<file path="config.mk">
export PLATFORM = sky130hd
export DESIGN_NAME = fetch_unit_flat
export DESIGN_NICKNAME = d
export VERILOG_FILES = /design/src/rtl/fetch_unit_pkg.sv /design/src/rtl/fetch_unit_if.sv /design/src/rtl/fetch_unit_pc_next_select.sv /design/src/rtl/fetch_unit.sv /design/src/flat_wrapper.sv
export SDC_FILE = /design/constraint.sdc
export NUM_CORES = 1
export LEC_CHECK = 0
export ABC_AREA = 1
export BUFFER_PORTS_ARGS = -buffer_cell sky130_fd_sc_hd__buf_2
export CELL_PAD_IN_SITES_DETAIL_PLACEMENT = 1
export CELL_PAD_IN_SITES_GLOBAL_PLACEMENT = 2
export CORE_UTILIZATION = 29
export DETAILED_ROUTE_END_ITERATION = 8
export HOLD_SLACK_MARGIN = 0.08
export PLACE_DENSITY = 0.86
export SYNTH_ARGS = -nofsm -noshare
export SYNTH_HDL_FRONTEND = slang
export SYNTH_SLANG_ARGS = --single-unit
</file>
<file path="constraint.sdc">
create_clock -name clk -period 3.2 [get_ports clk]
set_input_delay 0.96 -clock clk [delete_from_list [all_inputs] [get_ports clk]]
set_output_delay 0.96 -clock clk [all_outputs]
set_load 0.005 [all_outputs]
</file>
<file path="src/rtl/fetch_unit_pkg.sv">
// fetch_unit shared definitions: pc_selection codes,
// fetch FSM states and a JALR target helper.
package fetch_unit_pkg;

  localparam logic [1:0] PC_SEL_SEQ  = 2'b00;
  localparam logic [1:0] PC_SEL_JALR = 2'b01;
  localparam logic [1:0] PC_SEL_BR   = 2'b10;

  typedef enum logic [1:0] {
    FS_IDLE  = 2'd0,
    FS_BUSY  = 2'd1,
    FS_DRAIN = 2'd2,
    FS_HALT  = 2'd3
  } fs_t;

  function automatic logic [31:0] jalr_tgt(
    input logic [31:0] a
  );
    return {a[31:1], 1'b0};
  endfunction

endpackage

</file>
<file path="src/rtl/fetch_unit_if.sv">
// Instruction memory bus and fetch-to-decode
// handshake, bundled for the fetch stage.
interface fetch_unit_if;
  logic        imem_req;
  logic [31:0] imem_addr;
  logic        imem_valid;
  logic [31:0] imem_rdata;
  logic        if_valid;
  logic        if_ready;
  logic [31:0] if_instr;
  logic [31:0] if_pc;
  logic [31:0] if_pc_plus4;

  modport master (
    output imem_req,
    output imem_addr,
    input  imem_valid,
    input  imem_rdata,
    output if_valid,
    input  if_ready,
    output if_instr,
    output if_pc,
    output if_pc_plus4
  );

  modport slave (
    input  imem_req,
    input  imem_addr,
    output imem_valid,
    output imem_rdata,
    input  if_valid,
    output if_ready,
    input  if_instr,
    input  if_pc,
    input  if_pc_plus4
  );
endinterface

</file>
<file path="src/rtl/fetch_unit_pc_next_select.sv">
// Decodes pc_selection into a redirect request,
// its target and a misalignment flag.
module pc_next_select
  import fetch_unit_pkg::*;
(
  input  logic [1:0]  pc_selection,
  input  logic        resolve_valid,
  input  logic [31:0] branch_target,
  input  logic [31:0] alu_result,
  output logic        redirect,
  output logic [31:0] target,
  output logic        misaligned
);

  logic unused_lsb;
  assign unused_lsb = alu_result[0];

  always_comb begin
    redirect = 1'b0;
    target   = branch_target;
    unique case (1'b1)
      (pc_selection == PC_SEL_JALR): begin
        redirect = resolve_valid;
        target   = jalr_tgt(alu_result);
      end
      (pc_selection == PC_SEL_BR): begin
        redirect = resolve_valid;
        target   = branch_target;
      end
      default: begin
        redirect = 1'b0;
      end
    endcase
    misaligned = redirect && target[1];
  end

endmodule

</file>
<file path="src/rtl/fetch_unit.sv">
// Fetch stage: owns the PC, single-outstanding imem
// requests, one-entry decode buffer and redirects.
module fetch_unit
  import fetch_unit_pkg::*;
#(
  parameter logic [31:0] RESET_PC = 32'h0000_0000
) (
  input  logic        clk,
  input  logic        rst,
  input  logic        resolve_valid,
  input  logic [1:0]  pc_selection,
  input  logic [31:0] branch_target,
  input  logic [31:0] alu_result,
  fetch_unit_if.master bus,
  output logic        flush,
  output logic        fetch_error
);

  fs_t         state;
  logic [31:0] pc;
  logic [31:0] req_addr;
  logic [31:0] buf_instr;
  logic [31:0] buf_pc;
  logic        buf_valid;
  logic        halt_pend;

  logic        redirect;
  logic [31:0] target;
  logic        misaligned;

  pc_next_select u_sel (
    .pc_selection (pc_selection),
    .resolve_valid(resolve_valid),
    .branch_target(branch_target),
    .alu_result   (alu_result),
    .redirect     (redirect),
    .target       (target),
    .misaligned   (misaligned)
  );

  logic space;
  logic issue;
  logic pend;
  logic take;
  logic keep;
  logic open;

  assign space = !buf_valid || bus.if_ready;
  assign issue = (state == FS_IDLE) && space;
  assign pend  = (state == FS_BUSY)
              || (state == FS_DRAIN);
  assign take  = redirect && (state != FS_HALT);
  assign keep  = bus.imem_valid
              && (issue || state == FS_BUSY);
  // request still in flight after this edge
  assign open  = (issue || pend) && !bus.imem_valid;

  assign bus.imem_req  = !rst && (issue || pend);
  assign bus.imem_addr = (state == FS_IDLE)
                       ? pc : req_addr;

  assign bus.if_valid    = buf_valid;
  assign bus.if_instr    = buf_instr;
  assign bus.if_pc       = buf_pc;
  assign bus.if_pc_plus4 = buf_pc + 32'd4;

  always_ff @(posedge clk) begin
    if (rst) begin
      state       <= FS_IDLE;
      pc          <= RESET_PC;
      req_addr    <= RESET_PC;
      buf_instr   <= 32'd0;
      buf_pc      <= 32'd0;
      buf_valid   <= 1'b0;
      halt_pend   <= 1'b0;
      flush       <= 1'b0;
      fetch_error <= 1'b0;
    end else begin
      flush <= take;
      if (issue) req_addr <= pc;
      if (take) begin
        pc        <= target;
        buf_valid <= 1'b0;
        if (misaligned) begin
          fetch_error <= 1'b1;
          halt_pend   <= 1'b1;
        end
        if (open)
          state <= FS_DRAIN;
        else if (misaligned || halt_pend)
          state <= FS_HALT;
        else
          state <= FS_IDLE;
      end else begin
        if (keep) begin
          buf_instr <= bus.imem_rdata;
          buf_pc    <= pc;
          buf_valid <= 1'b1;
          pc        <= pc + 32'd4;
        end else if (buf_valid && bus.if_ready) begin
          buf_valid <= 1'b0;
        end
        unique case (state)
          FS_IDLE:
            if (issue && !bus.imem_valid)
              state <= FS_BUSY;
          FS_BUSY:
            if (bus.imem_valid)
              state <= FS_IDLE;
          FS_DRAIN:
            if (bus.imem_valid)
              state <= halt_pend ? FS_HALT : FS_IDLE;
          FS_HALT:
            state <= FS_HALT;
          default:
            state <= FS_IDLE;
        endcase
      end
    end
  end

endmodule
</file>
<file path="src/flat_wrapper.sv">
// flat-port wrapper written by rule: the top's interface ports become plain ports
module fetch_unit_flat import fetch_unit_pkg::*;
#(
  parameter logic [31:0] RESET_PC = 32'h0000_0000
)
  (clk, rst, resolve_valid, pc_selection, branch_target, alu_result, flush, fetch_error, bus_imem_req, bus_imem_addr, bus_imem_valid, bus_imem_rdata, bus_if_valid, bus_if_ready, bus_if_instr, bus_if_pc, bus_if_pc_plus4);
  fetch_unit_if bus_i ();
  input  logic clk;
  input  logic rst;
  input  logic resolve_valid;
  input  logic [1:0] pc_selection;
  input  logic [31:0] branch_target;
  input  logic [31:0] alu_result;
  output logic flush;
  output logic fetch_error;
  output wire logic [$bits(bus_i.imem_req)-1:0] bus_imem_req;
  output wire logic [$bits(bus_i.imem_addr)-1:0] bus_imem_addr;
  input wire logic [$bits(bus_i.imem_valid)-1:0] bus_imem_valid;
  input wire logic [$bits(bus_i.imem_rdata)-1:0] bus_imem_rdata;
  output wire logic [$bits(bus_i.if_valid)-1:0] bus_if_valid;
  input wire logic [$bits(bus_i.if_ready)-1:0] bus_if_ready;
  output wire logic [$bits(bus_i.if_instr)-1:0] bus_if_instr;
  output wire logic [$bits(bus_i.if_pc)-1:0] bus_if_pc;
  output wire logic [$bits(bus_i.if_pc_plus4)-1:0] bus_if_pc_plus4;
  assign bus_imem_req = bus_i.imem_req;
  assign bus_imem_addr = bus_i.imem_addr;
  assign bus_i.imem_valid = bus_imem_valid;
  assign bus_i.imem_rdata = bus_imem_rdata;
  assign bus_if_valid = bus_i.if_valid;
  assign bus_i.if_ready = bus_if_ready;
  assign bus_if_instr = bus_i.if_instr;
  assign bus_if_pc = bus_i.if_pc;
  assign bus_if_pc_plus4 = bus_i.if_pc_plus4;
  fetch_unit #(.RESET_PC(RESET_PC)) u_core (.clk(clk), .rst(rst), .resolve_valid(resolve_valid), .pc_selection(pc_selection), .branch_target(branch_target), .alu_result(alu_result), .bus(bus_i), .flush(flush), .fetch_error(fetch_error));
endmodule
</file>
==> flow_metrics.tcl <==
set metrics [dict create \
    ctsHtreeMaxLevel 4 \
    post-route-period-util_pct 95.6 \
    setup-tns-final_ns 0 \
    arrival_ns 2.10 \
    synth_ff_type "dfxtp_1" \
    synthCells 1117 \
    required_ns 2.24 \
    area_delta_synth_final_pct 30.3 \
    ys_seq_area_share_pct 36.6 \
    finalWirelength_um 27500 \
    floorplan.initialDensity_pct 29.7 \
    ys_types 36 \
    dieArea_sq_mm 0.0257 \
    wl_per_cell_um 16.4 \
    path_max_fanout 4 \
    min_period_ns 3.06 \
    worst_pin_slew_ns 0.616 \
    grt_pass1_vias 8196 \
    core_sq_mm 0.0245 \
    power_density_mw_per_mm2 678 \
    hp-class "reg2reg" \
    cp_cell_sequence "ha_2 > nand2_1 > nor3_4 > nand2_1 > nor2_2 > nand2_1 > xor2_1 > buf_2" \
    maxCapViolCount 0 \
    peakVddDrop_mv 0.308 \
    slew_viol_final 0 \
    status "complete, no violations" \
    power_switching_share_pct 39.0 \
    setup_violations 0 \
    critical_path_class "reg2out" \
    cts.sinks 133 \
    numCtsBuffers 17 \
    worstSkewPairLatency_ns 0.43 \
    synth_top_area_cell "dfxtp_1" \
    cts_tree "yes" \
    dpl.hpwl_um 20900 \
    relSlewSlack_pct 58.9 \
    rows 57 \
    yosys-top-cells-area "dfxtp_1 37%, nand2_1 12%, o21ai_0 11%, nor2_1 8.2%, a21oi_1 6.7%" \
    path_clk_slew_ns 0.06 \
    grt_pass1_wl_um 43900 \
    hold_violations 0 \
    p_int_mw 3.92 \
    pwr-share-seq_pct 37.3 \
    power.switching_mw 2.50 \
    synth_commonest_cells "242 x nand2_1, 160 x o21ai_0, 159 x nor2_1" \
    fp.dieH_um 160 \
    rsz0062_at_grt "false" \
    cp_top_family "simple AND/OR/NAND/NOR gates" \
    io_pins 235 \
    synth_top_area_share_pct 36.6 \
    grt_max_degree 93 \
    n_fill_cell 3235 \
    cp_slowest_stage_delay_ns 0.36 \
    syn_nets 1227 \
    crit_buf_inv 1 \
    power.leakage_nw 4.38 \
    yosysMostFrequentCell "nand2_1" \
    antenna_found_initial 0 \
    vias 8077 \
    gp_congestion 0.807 \
    skew_ns 0.0153 \
    cts_root_buf "clkbuf_16" \
    final_cell_area_sq_mm 0.00947 \
    ant_nets 0 \
    drtPass1Iterations 4 \
    synthArstFlopShare_pct 0 \
    cp-start-kind "register" \
    clk_path_buf_depth 2 \
    gr-usage-all-layers_pct 21.8 \
    overflow 0 \
    clkPwrFrac_pct 30.7 \
    power_frac_comb_pct 32.0 \
    n_antenna_cell 0 \
    postLayoutCoreUtil_pct 38.7 \
    nNetsFinal 1448 \
    drive_above_1_share_pct 24.6 \
    die_w_um 160 \
    via_per_inst 4.82 \
    netlist_area_sq_mm 0.00727 \
    port_buffers 233 \
    max_freq_ghz 0.327 \
    slowest_stage "dfxtp_1" \
    ys_ff_latch 133 \
    cp-end-kind "primary output" \
    synth.avg_cell_area_sq_um 6.51 \
    crit_path_frequent_cell "nand2_1" \
    place_area_sq_mm 0.00881 \
    synth_edf_count 0 \
    drt_iter0_drc 368 \
    synth_warnings 0 \
    drc 0 \
]
[worst min-delay path: cells and delay by family (launching register included)]
family	cells	cell delay [ns]
flops	1	0.30
buf+inv	1	0.05
compound gates	1	0.05
[layout by cell type (no fill, tap or decap), types with 4 or more instances in the layout]
master / n
a21oi_1: 98
a31oi_1: 6
buf_12: 4
buf_2: 233
buf_4: 25
clkbuf_16: 17
dfxtp_1: 132
ha_1: 5
inv_1: 105
inv_6: 6
nand2_1: 242
nand2_2: 5
nand3_1: 31
nand3b_1: 9
nand4_1: 8
nor2_1: 156
nor2_2: 6
nor2_4: 9
nor3_1: 17
o211ai_1: 5
o21ai_0: 160
o21ai_1: 4
xor2_1: 30
[sequential cells by signal (all words and copies together) (netlist names)]
| name | count |
|---|---|
| u_core.state | 2 |
| u_core.bus.if_pc | 32 |
| u_core.req_addr | 32 |
| u_core.flush | 1 |
| u_core.bus.if_instr | 32 |
| u_core.fetch_error | 1 |
| u_core.bus.if_valid | 1 |
| u_core.pc | 32 |
[metrics by stage]
stage	hold WS (ns)	power [mW]	worst slack, ns	cells
2_1_floorplan	0.424	3.51	0.543	1117
3_3_place_gp	0.434	4.44	0.289	1639
3_5_place_dp	0.442	4.51	0.267	1639
4_1_cts	0.452	6.51	0.0480	1671
5_1_grt	0.471	6.88	0.0258	1675
6_report	0.447	6.42	0.141	1675
[cell type report]
type / count / area [sq um] / area share, %
multi-input cells: 816 / 3980 / 42.0
flip-flops and latches: 133 / 2660 / 28.1
repair buffers: 262 / 1430 / 15.1
clock buffers: 17 / 425 / 4.49
inverters: 108 / 405 / 4.28
well taps: 324 / 405 / 4.28
clock inverters: 15 / 158 / 1.66
[power by group through the flow]
stage | registers [mW] | logic (mW) | clock network (mW)
after floorplan | 2.31 | 1.20 | 0
after global placement | 2.41 | 2.03 | 0
after detailed placement | 2.43 | 2.08 | 0
after CTS | 2.40 | 2.10 | 2.02
after global routing | 2.44 | 2.35 | 2.10
final | 2.39 | 2.05 | 1.97
[per-layer routing]
layer	global-route usage [%]	wire length, um	share of wire (%)	vias up
li1	-	-	-	4051
met1	28.0	12700	46	3823
met2	36.5	13100	48	165
met3	4.49	1150	4.2	38
met4	6.28	582	2.1	0
met5	0	0	0	-
[final timing paths]
check | depth (start not counted) | slack [ns] | endpoint | startpoint
worst min register to register | 2 | 0.45 | u_core.req_addr[29]$_SDFFE_PP0N_ | u_core.req_addr[29]$_SDFFE_PP0N_
worst min-delay path | 2 | 0.45 | u_core.req_addr[29]$_SDFFE_PP0N_ | u_core.req_addr[29]$_SDFFE_PP0N_
worst max register to register | 10 | 0.74 | u_core.pc[18]$_SDFFE_PP0P_ | u_core.state[0]$_SDFFE_PP0P_
worst max-delay path | 8 | 0.14 | bus_if_pc_plus4[26] | u_core.bus.if_pc[2]$_SDFFE_PP0P_
[kinds of logic (layout without fill, tap and decap cells)]
group           after synthesis  in the layout  synth area share (%)
mux                           1              1                 0.138
fa+ha+maj                     7              7                  1.20
xor+xnor                     32             32                  3.86
simple gates                498            498                  29.3
buf+inv                     168            402                  9.28
compound gates              278            278                  19.6
flops                       133            133                  36.6
[what timing repair did]
item	CTS	global route
hold buffers	0	0
pin swaps	0	2
cloned	0	0
setup endpoints to repair	1	6
buffers inserted	0	4
resized for setup	2	9
Note: power is estimated with default switching activity, not from simulation.
